$ cat src/rtl/clint_axil.sv
// Core-local interruptor with an AXI4-Lite slave port: prescaled 64-bit mtime,
// per-hart mtimecmp and msip, and the mtip/msip interrupt lines they drive.
module clint_axil #(
    parameter int unsigned NHART    = 1,
    parameter logic [31:0] BASE     = 32'ha000_0000,
    parameter int unsigned TICK_DIV = 1
) (
    input  logic             clk,
    input  logic             rst,
    input  logic [31:0]      araddr,
    input  logic             arvalid,
    output logic             arready,
    output logic [31:0]      rdata,
    output logic [1:0]       rresp,
    output logic             rvalid,
    input  logic             rready,
    input  logic [31:0]      awaddr,
    input  logic             awvalid,
    output logic             awready,
    input  logic [31:0]      wdata,
    input  logic [3:0]       wstrb,
    input  logic             wvalid,
    output logic             wready,
    output logic [1:0]       bresp,
    output logic             bvalid,
    input  logic             bready,
    output logic [NHART-1:0] mtip,
    output logic [NHART-1:0] msip
);

    localparam int unsigned PW = (TICK_DIV > 1) ? $clog2(TICK_DIV) : 1;

    typedef enum logic {RIdle, RResp} r_state_t;
    typedef enum logic [1:0] {WIdle, WAddr, WData, WResp} w_state_t;

    r_state_t    r_state, r_next;
    w_state_t    w_state, w_next;

    logic [PW-1:0] presc;
    logic          tick;
    logic [63:0]   mtime, mtime_inc, mtime_d;
    logic [63:0]   mtimecmp [NHART];

    logic [31:0] roff, rd_val;
    logic        rd_ok;

    logic [31:0] aw_lat, wd_lat;
    logic [3:0]  ws_lat;
    logic        wr_en, wr_ok;
    logic [31:0] wr_addr, woff, wr_data;
    logic [3:0]  wr_strb;
    logic [NHART-1:0] wr_msip, wr_cmp_lo, wr_cmp_hi;
    logic        wr_mt_lo, wr_mt_hi;

    function automatic logic [31:0] merge(input logic [31:0] old, input logic [31:0] nw,
                                          input logic [3:0] strb);
        logic [31:0] res;
        res = old;
        for (int b = 0; b < 4; b++) begin
            if (strb[b]) res[8*b +: 8] = nw[8*b +: 8];
        end
        return res;
    endfunction

    assign tick    = (presc == PW'(TICK_DIV - 1));
    assign arready = (r_state == RIdle);
    assign rvalid  = (r_state == RResp);
    assign awready = (w_state == WIdle) || (w_state == WAddr);
    assign wready  = (w_state == WIdle) || (w_state == WData);
    assign bvalid  = (w_state == WResp);

    // Unaligned offsets never match an entry, so they fall through to SLVERR.
    always_comb begin
        roff   = araddr - BASE;
        rd_val = 32'h0;
        rd_ok  = 1'b0;
        for (int h = 0; h < NHART; h++) begin
            if (roff == 32'(4 * h)) begin
                rd_ok  = 1'b1;
                rd_val = {31'h0, msip[h]};
            end
            if (roff == 32'h4000 + 32'(8 * h)) begin
                rd_ok  = 1'b1;
                rd_val = mtimecmp[h][31:0];
            end
            if (roff == 32'h4004 + 32'(8 * h)) begin
                rd_ok  = 1'b1;
                rd_val = mtimecmp[h][63:32];
            end
        end
        if (roff == 32'h0000_bff8) begin
            rd_ok  = 1'b1;
            rd_val = mtime[31:0];
        end
        if (roff == 32'h0000_bffc) begin
            rd_ok  = 1'b1;
            rd_val = mtime[63:32];
        end
    end

    always_comb begin
        r_next = r_state;
        unique case (r_state)
            RIdle: if (arvalid) r_next = RResp;
            RResp: if (rready) r_next = RIdle;
            default: r_next = RIdle;
        endcase
    end

    always_ff @(posedge clk) begin
        if (rst) begin
            r_state <= RIdle;
            rdata   <= 32'h0;
            rresp   <= 2'b00;
        end else begin
            r_state <= r_next;
            if (r_state == RIdle && arvalid) begin
                rdata <= rd_val;
                rresp <= rd_ok ? 2'b00 : 2'b10;
            end
        end
    end

    always_comb begin
        w_next = w_state;
        wr_en  = 1'b0;
        unique case (w_state)
            WIdle: begin
                if (awvalid && wvalid) begin
                    wr_en  = 1'b1;
                    w_next = WResp;
                end else if (awvalid) begin
                    w_next = WData;
                end else if (wvalid) begin
                    w_next = WAddr;
                end
            end
            WAddr: if (awvalid) begin
                wr_en  = 1'b1;
                w_next = WResp;
            end
            WData: if (wvalid) begin
                wr_en  = 1'b1;
                w_next = WResp;
            end
            WResp: if (bready) w_next = WIdle;
            default: w_next = WIdle;
        endcase
    end

    // Whichever half of the write arrived first comes from its latch.
    assign wr_addr = (w_state == WData) ? aw_lat : awaddr;
    assign wr_data = (w_state == WAddr) ? wd_lat : wdata;
    assign wr_strb = (w_state == WAddr) ? ws_lat : wstrb;

    always_comb begin
        woff      = wr_addr - BASE;
        wr_ok     = 1'b0;
        wr_msip   = '0;
        wr_cmp_lo = '0;
        wr_cmp_hi = '0;
        wr_mt_lo  = 1'b0;
        wr_mt_hi  = 1'b0;
        for (int h = 0; h < NHART; h++) begin
            if (woff == 32'(4 * h)) begin
                wr_ok      = 1'b1;
                wr_msip[h] = wr_en;
            end
            if (woff == 32'h4000 + 32'(8 * h)) begin
                wr_ok        = 1'b1;
                wr_cmp_lo[h] = wr_en;
            end
            if (woff == 32'h4004 + 32'(8 * h)) begin
                wr_ok        = 1'b1;
                wr_cmp_hi[h] = wr_en;
            end
        end
        if (woff == 32'h0000_bff8) begin
            wr_ok    = 1'b1;
            wr_mt_lo = wr_en;
        end
        if (woff == 32'h0000_bffc) begin
            wr_ok    = 1'b1;
            wr_mt_hi = wr_en;
        end
    end

    always_ff @(posedge clk) begin
        if (rst) begin
            w_state <= WIdle;
            aw_lat  <= 32'h0;
            wd_lat  <= 32'h0;
            ws_lat  <= 4'h0;
            bresp   <= 2'b00;
        end else begin
            w_state <= w_next;
            if (w_state == WIdle && awvalid && !wvalid) aw_lat <= awaddr;
            if (w_state == WIdle && wvalid && !awvalid) begin
                wd_lat <= wdata;
                ws_lat <= wstrb;
            end
            if (wr_en) bresp <= wr_ok ? 2'b00 : 2'b10;
        end
    end

    // Bus writes override the tick only on the bytes they touch.
    always_comb begin
        mtime_inc = tick ? mtime + 64'd1 : mtime;
        mtime_d   = mtime_inc;
        if (wr_mt_lo) mtime_d[31:0]  = merge(mtime_inc[31:0], wr_data, wr_strb);
        if (wr_mt_hi) mtime_d[63:32] = merge(mtime_inc[63:32], wr_data, wr_strb);
    end

    always_ff @(posedge clk) begin
        if (rst) begin
            presc <= '0;
            mtime <= 64'h0;
            msip  <= '0;
            mtip  <= '0;
            for (int h = 0; h < NHART; h++) mtimecmp[h] <= '1;
        end else begin
            presc <= tick ? '0 : presc + PW'(1);
            mtime <= mtime_d;
            for (int h = 0; h < NHART; h++) begin
                if (wr_cmp_lo[h]) mtimecmp[h][31:0]  <= merge(mtimecmp[h][31:0], wr_data, wr_strb);
                if (wr_cmp_hi[h]) mtimecmp[h][63:32] <= merge(mtimecmp[h][63:32], wr_data, wr_strb);
                if (wr_msip[h] && wr_strb[0]) msip[h] <= wr_data[0];
                mtip[h] <= (mtime >= mtimecmp[h]);
            end
        end
    end

endmodule

$ cat config.mk
export PLATFORM = sky130hd
export DESIGN_NAME = clint_axil
export DESIGN_NICKNAME = d
export VERILOG_FILES = /design/src/rtl/clint_axil.sv
export SDC_FILE = /design/constraint.sdc
export NUM_CORES = 1
export LEC_CHECK = 0
export ABC_CLOCK_PERIOD_IN_PS = 7000
export CORE_MARGIN = 2
export CORE_UTILIZATION = 60
export DETAILED_ROUTE_END_ITERATION = 6
export GPL_TIMING_DRIVEN = 0
export PLACE_DENSITY = 0.84
export SETUP_SLACK_MARGIN = 0.4
export SKIP_LAST_GASP = 1
export SLEW_MARGIN = 20
export SYNTH_ARGS = -nofsm -noshare
export SYNTH_HDL_FRONTEND = slang
export SYNTH_SLANG_ARGS = --single-unit
$ cat constraint.sdc
create_clock -name clk -period 7 [get_ports clk]
set_input_delay 1.05 -clock clk [delete_from_list [all_inputs] [get_ports clk]]
set_output_delay 1.05 -clock clk [all_outputs]
set_load 0.02 [all_outputs]
## Word-level counts from Yosys, hierarchy flattened

Memory sizes are Yosys's and may differ from the RTL's.
Index checks and enable logic that the tools add are counted.

- Word-level logic and storage cells: 139
- Input bits: 107
- Bits in writable memories: 64
- Memories: 1
- Flip-flop bits (word level): 174

- Equal/unequal tests: 15
- Multiplexer cells: 86
- $add $sub $neg: 4
- Bitwise operators: 2
- Reduce and logical (&&, ||, !) cells: 18
- Order comparisons: 1

Memories:

| name | words | width | read ports | clocked after memory_dff | wr ports | RTL line | RTL |
|---|---|---|---|---|---|---|---|
| mtimecmp | 1 | 64 | 1 | 0 | 1 | 42 | `logic [63:0] mtimecmp [NHART];` |

Operator list:

| kind | number |
|---|---|
| $mux W32 | 8 |
| $mux W8 | 32 |
| $mux W64 | 3 |
| $eq A32 B15 Y1 const B | 4 |
| $eq A32 B16 Y1 const B | 4 |
| $reduce_or A64 Y1 | 2 |
| $add A64 B1 Y64 const B | 1 |
| $ge A64 B64 Y1 | 1 |
| $logic_not A32 Y1 | 2 |
| $sub A32 B32 Y32 const B | 2 |
| $mux W1 | 29 |
| $mux W2 | 10 |
| $pmux W2 S4 | 1 |
| $logic_and A1 B1 Y1 | 7 |
| $eq A2 B2 Y1 const B | 2 |
| $mux W4 | 1 |
| $ne A2 B2 Y1 const B | 2 |
| $ne A4 B3 Y1 const B | 1 |
| $reduce_and A4 Y1 | 1 |
| $pmux W1 S3 | 1 |
| $eq A2 B1 Y1 const B | 1 |
| $logic_not A1 Y1 | 2 |
| $logic_not A2 Y1 | 1 |
| $logic_or A1 B1 Y1 | 2 |
| 5 further kinds | 6 |

## Longest topological paths before layout

Gate-level depths: netlist (run 1).

- Depth after elaboration: 11
- Depth in mapped cells: 13

## Worst setup path before layout (run 1)

Ideal clock, no wire load.

- Path type: register -> register
- From: register w_state[0]
- To: memory mtimecmp[0][32] (data pin)
- Clock period less this slack: 3.568 ns
- Buffers on the path: 4
- Slack: 3.432 ns
- Stages on the path, launching flop included: 14
- Data arrival time: 3.294 ns
- Library setup time: 0.274 ns
- Path through: dfxtp_1 inv_1 ha_1 buf_6 clkbuf_1 mux2i_1 ha_1 xnor2_1 nand3_1 buf_4 nand4b_1 nor3_1 clkbuf_1 o21ai_0

- Cells in the longest elaborated chain, start to end: 10
- Elaborated cells on any way between the ends: 18
- Classes of those cells: add/sub: 1; eq/ne: 3; mux: 12; reduce/logical: 2

Ends and longest elaborated chain:

| item | RTL line | RTL |
|---|---|---|
| start, declared | 37 | `w_state_t w_state, w_next;` |
| start signal, assigned | 190 | `w_state <= WIdle;` |
| start signal, assigned | 196 | `w_state <= w_next;` |
| $eq A2 B2 Y1 | 127, 152 |  |
| $mux W32 | 152 | `assign wr_addr = (w_state == WData) ? aw_lat : awaddr;` |
| $sub A32 B32 Y32 | 157 | `woff = wr_addr - BASE;` |
| $eq A32 B15 Y1 | 173 | `if (woff == 32'h4004 + 32'(8 * h)) begin` |
| $mux W1 | 173 |  |
| $mux W1 | 226 | `if (wr_cmp_hi[h]) mtimecmp[h][63:32] <= merge(mtimecmp[h][63:32], wr_data, wr_strb);` |
| $mux W1 | 215 | `if (rst) begin` |
| $mux W1 (implied by the code) | 226 |  |
| $reduce_or A64 Y1 (no source line) | n/a |  |
| $mux W64 (no source line) (*) | n/a |  |
| end, declared | 42 |  |

Mark *: on every way between the ends. The rest lies on a longest branch, timed or not. The select of a mux whose other input is x is not followed.

## Worst setup path in the final report (run 1)

- From: register w_state[0]
- To: memory mtimecmp[0][28] (data pin)

- Cells in the longest elaborated chain, start to end: 11
- Elaborated cells on any way between the ends: 19
- Classes of those cells: add/sub: 1; eq/ne: 3; mux: 13; reduce/logical: 2

Ends and longest elaborated chain:

| item | RTL line | RTL |
|---|---|---|
| $eq A2 B2 Y1 | 127, 152 |  |
| $mux W32 | 152 |  |
| $sub A32 B32 Y32 | 157 |  |
| $eq A32 B15 Y1 | 169 | `if (woff == 32'h4000 + 32'(8 * h)) begin` |
| $mux W1 | 169 |  |
| $mux W1 | 225 | `if (wr_cmp_lo[h]) mtimecmp[h][31:0] <= merge(mtimecmp[h][31:0], wr_data, wr_strb);` |
| $mux W1 | 215 |  |
| $mux W1 (implied by the code) | 225 |  |
| $reduce_or A64 Y1 (no source line) | n/a |  |
| $mux W64 (no source line) (*) (2 in a row) | n/a |  |

Marked as above.

==> results of run 1 <==
-- flip-flops by register name, summed over array words and instances (netlist names) --
signal / cells
bresp: 1
rvalid: 1
aw_lat: 32
w_state: 2
rdata: 32
msip: 1
mtimecmp: 64
mtip: 1
rresp: 1
wd_lat: 32
mtime: 64
presc: 1
ws_lat: 4
-- final cells by class --
cell class	instances	area, µm²
buffer	101	438
clock buffer	41	778
clock inverter	4	20.0
fill	1688	5800
inverter	89	334
multi-input combinational	1161	7340
sequential	236	5370
tap	280	350
timing repair buffer	147	1470
-- tightest hold or removal path, stage by stage, from the launching register on --
cell and delay (ps):
dfxtp_1 310, nand2_1 50, a21oi_1 50
-- logic make-up after synthesis --
logic type | synth area share (%)
compound gates | 20.1
simple gates | 20.0
buf+inv | 5.75
flops | 40.0
fa+ha+maj | 6.71
xor+xnor | 3.78
other cells | 0.0279
mux | 3.66
-- final timing paths --
check | end | slack (ps) | cells past startpoint
max | mtimecmp[0][28] | 1980 | 13
min | wd_lat[29] | 450 | 2
max reg2reg | mtimecmp[0][28] | 1980 | 13
min reg2reg | wd_lat[29] | 450 | 2
-- cell usage after synthesis (3+ instances only) --
master | number | share of area (%)
ha_1 | 72 | 6.7
nand2_1 | 276 | 7.7
buf_6 | 4 | 0.34
nand3_1 | 28 | 1.0
and4_1 | 11 | 0.72
or4_1 | 6 | 0.34
a311o_1 | 31 | 2.3
o21ai_0 | 110 | 4.1
clkbuf_1 | 85 | 2.4
nor3_1 | 32 | 1.2
or2_2 | 4 | 0.19
nand3b_1 | 3 | 0.17
nor4_1 | 47 | 2.2
edfxtp_1 | 64 | 14
buf_1 | 5 | 0.14
o31a_1 | 4 | 0.26
a21o_1 | 20 | 1.1
a211oi_1 | 47 | 2.6
a21oi_1 | 138 | 5.1
a31oi_1 | 3 | 0.14
a2111oi_4 | 9 | 1.8
a211oi_2 | 5 | 0.47
o211ai_1 | 3 | 0.17
o31ai_1 | 10 | 0.56
dfxtp_1 | 172 | 26
and3_1 | 9 | 0.42
buf_4 | 4 | 0.22
xor2_1 | 22 | 1.4
mux2i_1 | 42 | 3.1
mux2_2 | 4 | 0.34
nand4_1 | 41 | 1.9
inv_1 | 89 | 2.5
nor2_1 | 96 | 2.7
nor2b_1 | 5 | 0.23
o21a_1 | 8 | 0.45
and2_1 | 6 | 0.28
xnor2_1 | 36 | 2.3
nor4b_1 | 5 | 0.33
-- stage by stage --
stage | power, mW | utilization (%)
6_report | 3.60 | 73.5
5_1_grt | 3.72 | 73.5
4_1_cts | 3.58 | 73.5
3_5_place_dp | 2.30 | 69.9
3_3_place_gp | 2.28 | 69.6
2_1_floorplan | 1.99 | -
-- metal layers --
metal,GRT usage (%),part of all wire (%),routed length (µm)
met1,44.6,39,16400
met2,58.5,47,19900
met3,7.95,11,4630
met4,12.0,2.9,1230
met5,0,0,0
-- report_power, final --
group | internal, mW | switching, mW | leakage [nW]
Clock | 0.756 | 0.555 | 0.395
Sequential | 1.45 | 0.0320 | 1.83
Combinational | 0.276 | 0.535 | 3.79
==> impl_metrics.json, run 1 <==
{
  "status": "finished, final reports clean",
  "cap_viol_max_count": 0,
  "avgViaCountPerCell": 6.29,
  "grt-ovfl-total": 0,
  "initialDrtViolationCount": 1276,
  "pre_cts_ws_ps": 1900,
  "synth-main-ff-cell": "dfxtp_1",
  "min_from": "wd_lat[29]",
  "drive_gt1_share_pct": 4.67,
  "clock-sinks": 236,
  "ant_nets": 0,
  "die_w_um": 154,
  "clockRootBuffer": "clkbuf_16",
  "fin_crit_ps": 5020,
  "hp-class": "register to register",
  "crit_family": "simple AND/OR/NAND/NOR gates",
  "drv_slew": 0,
  "synth.avg_cell_area_um2": 8.47,
  "finClkSkew_ps": 21.5,
  "setup_viol": 0,
  "final_cells": 2059,
  "critical_path_buf_inv_count": 5,
  "worstPathRequired_ps": 7240,
  "vias": 13000,
  "first_pass_iters": 6,
  "cts_tree": "yes",
  "ios": 150,
  "syn2layout_area_growth_pct": 19.9,
  "fin_area_mm2": 0.0161,
  "yosysWarningCount": 0,
  "wl_per_cell_um": 20.5,
  "tightest_slew_ps": 973,
  "synth_seq_cells": 236,
  "clk_path_buf_depth": 3,
  "crit_type": "register to register",
  "async_flop_share_pct": 0,
  "hold_buffers": 0,
  "antenna_found_initial": 1,
  "synthCells": 1585,
  "leakage_nw": 6.01,
  "post_cts_resized": 0,
  "design.core.area_mm2": 0.0219,
  "h-tree-depth": 1,
  "cpMaxStageDelayCell": "nor3_2",
  "fin_nets": 1941,
  "grt_pass1_vias": 12600,
  "synth_edf_count": 64,
  "critPathArrivalTime_ps": 5260,
  "start_kind": "register",
  "reg2reg_from": "w_state[0]",
  "grt_max_degree": 14,
  "hold_viol": 0,
  "cts_setup_buffers": 0,
  "rsz0062_at_grt": "false",
  "initial_core_util_pct": 61.3,
  "cp_max_fo": 10,
  "power_density_mw_per_mm2": 224,
  "port_buffers": 145,
  "setup_ws_ps": 1980,
  "finalCritPeriodShare_pct": 71.7,
  "slew-limit-headroom_pct": 33.3,
  "grt_first_pass_wirelength_um": 66000,
  "dpl_cell_area_mm2": 0.0153,
  "row_count": 54,
  "critPathCaptureType": "register",
  "path_clk_slew_ps": 60,
  "vdd_drop_max_v": 0.000293,
  "gp_congestion": 0.997,
  "wl_um": 42200,
  "crit_path_max_incr_delay_ps": 850,
  "final_cell_mix": "nand2_1 (276), dfxtp_1 (172), clkdlybuf4s50_1 (145)",
  "grtUsageTotal_pct": 34.9,
  "dp.cells": 2014,
  "crit_chain": "inv_1 -> ha_1 -> buf_6 -> clkbuf_1 -> mux2i_1 -> ha_1 -> xnor2_1 -> nand3_1 -> buf_4 -> nand4b_1 -> nor3_2 -> clkbuf_1 -> o21ai_0",
  "yosysUniqueCellTypes": 61,
  "clk_latency_ps": 540,
  "diodes": 0,
  "crit_path_start": "w_state[0]",
  "die_area_mm2": 0.0236,
  "place_hpwl_um": 32200,
  "numCtsBuffers": 26,
  "final_common_cell": "nand2_1",
  "synth_area_mm2": 0.0134,
  "die_y_um": 154,
  "fin_tns_setup_ps": 0,
  "whs_ps": 452,
  "clock.fmax_mhz": 199,
  "ys_seq_area_share_pct": 40.0,
  "route.detailed.drc": 0
}
(Power assumes the default switching activity.)
==> run 2, diff against run 1 <==
--- a/config.mk
+++ b/config.mk
@@ -5,12 +5,12 @@
 export SDC_FILE = /design/constraint.sdc
 export NUM_CORES = 1
 export LEC_CHECK = 0
-export ABC_CLOCK_PERIOD_IN_PS = 7000
+export ABC_CLOCK_PERIOD_IN_PS = 4500
 export CORE_MARGIN = 2
-export CORE_UTILIZATION = 60
+export CORE_UTILIZATION = 52
 export DETAILED_ROUTE_END_ITERATION = 6
 export GPL_TIMING_DRIVEN = 0
-export PLACE_DENSITY = 0.84
+export PLACE_DENSITY = 0.78
 export SETUP_SLACK_MARGIN = 0.4
 export SKIP_LAST_GASP = 1
 export SLEW_MARGIN = 20
==> constraint.sdc (replaced) <==
create_clock -name clk -period 4.5 [get_ports clk]
set_input_delay 0.675 -clock clk [delete_from_list [all_inputs] [get_ports clk]]
set_output_delay 0.675 -clock clk [all_outputs]
set_load 0.02 [all_outputs]
==> run 2 against run 1 <==
The run now ends with DRC left. Critical path depth is 6 lower. First-iteration DRC count is 1.4% higher. Routed wire length is 1.4% higher. Sequential share of layout area is 0.41 points lower. Largest power group unchanged.
==> impl_metrics.json, run 2 (synthesized netlist as in run 1, its figures left out) <==
{
  "status": "complete, but fails checks",
  "violations": "DRC",
  "grt_max_degree": 14,
  "syn2layout_area_growth_pct": 21.4,
  "start_kind": "register",
  "wl_per_cell_um": 20.2,
  "cp_max_fo": 10,
  "tightest_slew_ps": 1060,
  "clock.fmax_mhz": 255,
  "path_clk_slew_ps": 60,
  "drv_slew": 0,
  "grt-ovfl-total": 0,
  "fin_nets": 1947,
  "final_common_cell": "nand2_1",
  "h-tree-depth": 1,
  "finalCritPeriodShare_pct": 87.3,
  "met3WireLength_um": 4360,
  "first_pass_iters": 7,
  "wl_um": 42800,
  "crit_path_max_incr_delay_ps": 600,
  "whs_ps": 454,
  "die_area_mm2": 0.0271,
  "hold_viol": 0,
  "ant_nets": 0,
  "design.core.area_mm2": 0.0253,
  "crit_family": "buffers and inverters",
  "cpMaxStageDelayCell": "clkdlybuf4s50_1",
  "die_w_um": 165,
  "numCtsBuffers": 26,
  "gp_congestion": 0.959,
  "row_count": 58,
  "route.detailed.drc": 5,
  "wl_met2_um": 19700,
  "die_y_um": 165,
  "crit_chain": "inv_1 -> ha_1 -> clkbuf_1 -> clkbuf_1 -> clkbuf_2 -> or2_2 -> clkdlybuf4s50_1",
  "rsz0062_at_grt": "false",
  "critPathArrivalTime_ps": 3250,
  "initialDrtViolationCount": 1294,
  "reg_top3": "mtime: 64 flops, mtimecmp: 64 flops",
  "ios": 150,
  "finClkSkew_ps": 10.6,
  "initial_core_util_pct": 53.2,
  "clk_path_buf_depth": 3,
  "dp.cells": 2066,
  "grt_pass1_vias": 12100,
  "grt_first_pass_wirelength_um": 65000,
  "cpMostUsedCell": "clkbuf_1",
  "vias": 13000,
  "cts_tree": "yes",
  "leakage_nw": 6.10,
  "final_cell_mix": "nand2_1 (276), dfxtp_1 (172), clkdlybuf4s50_1 (145)",
  "diodes": 0,
  "clock-sinks": 236,
  "hp-class": "register to register",
  "nFillCells": 2144,
  "wl_met1_um": 17100,
  "highest_layer": "met4",
  "avgViaCountPerCell": 6.14,
  "power_density_mw_per_mm2": 355,
  "drive_gt1_share_pct": 5.48,
  "fin_crit_ps": 3930,
  "critPathCaptureType": "primary output",
  "critical_path_buf_inv_count": 5,
  "port_buffers": 145,
  "clockRootBuffer": "clkbuf_16",
  "totalPowerFinal_mw": 5.78,
  "final_cells": 2117,
  "cap_viol_max_count": 0,
  "clk_latency_ps": 540,
  "grtUsageTotal_pct": 31.0,
  "antenna_found_initial": 0,
  "vdd_drop_max_v": 0.000488,
  "final_core_util_pct": 64.5,
  "setup_viol": 0,
  "slew-limit-headroom_pct": 29.0,
  "place_hpwl_um": 32800,
  "crit_type": "register to primary output",
  "hold_buffers": 0,
  "worstPathRequired_ps": 3830
}
==> run 2: cell types whose count changed in the layout (fill, tap and decap cells not counted) <==
| cell | change |
|---|---|
| buf_4 | +6 |
| clkbuf_1 | -6 |
| clkbuf_2 | +3 |
| clkbuf_8 | +2 |
| bufinv_16 | +1 |
| clkbuf_16 | +1 |
| clkbuf_4 | +1 |
| clkinv_2 | -1 |
| inv_4 | +1 |
| mux2i_1 | -1 |
| mux2i_2 | +1 |
| nor3_2 | -1 |
| nor3_4 | +1 |
==> run 2: repair_timing <==
action | CTS | global route
pin swaps | 1 | 0
endpoints found under the hold margin | 0 | 0
setup endpoints to repair | 122 | 114
buffers inserted | 4 | 0
gates resized for setup | 4 | 4
==> run 2: routing by layer <==
| layer | global-route usage [%] | up-vias |
|---|---|---|
| li1 | - | 6072 |
| met1 | 39.7 | 6088 |
| met2 | 51.4 | 713 |
| met3 | 6.00 | 131 |
| met4 | 12.6 | 0 |
| met5 | 0 | - |
==> run 2: power breakdown <==
part | leakage [nW] | switching, mW | internal (mW)
Sequential | 1.83 | 0.0494 | 2.26
Combinational | 3.84 | 0.842 | 0.433
Clock | 0.437 | 0.891 | 1.31
==> run 2: worst reg2reg max path, cell delays in order, from the launching register on <==
cell,delay (ps)
dfxtp_1,380
inv_1,100
ha_1,220
buf_6,140
clkbuf_2,220
mux2i_1,170
ha_1,220
xnor2_1,160
nand3_1,320
buf_4,340
nand3b_1,200
nor4_1,910
mux2_2,410
==> run 2: cell type report <==
cell class	count	area, µm²	share of cell area (%)
clock buffers	42	827	5.08
clock inverters	5	51.3	0.315
repair buffers	153	1510	9.28
well taps	330	413	2.53
multi-input cells	1161	7350	45.1
plain buffers	101	442	2.71
flip-flops and latches	236	5370	32.9
inverters	89	334	2.05
==> run 2: final timing paths <==
path              startpoint   endpoint  slack [ps]  cells past startpoint
setup / recovery  w_state[1]    awready         570                      7
hold / removal     rdata[30]  rdata[30]         450                      2
setup reg to reg  w_state[0]       msip         590                     12
hold reg to reg    rdata[30]  rdata[30]         450                      2
==> run 2: per-stage QoR <==
stage	TNS [ps]	cell area, µm²	setup slack [ps]
after floorplan	0	13400	932
after global routing	0	16300	414
after CTS	0	16300	451
after detailed placement	-13520	15400	-306
after global placement	-34200	15300	-556
final	0	16300	573
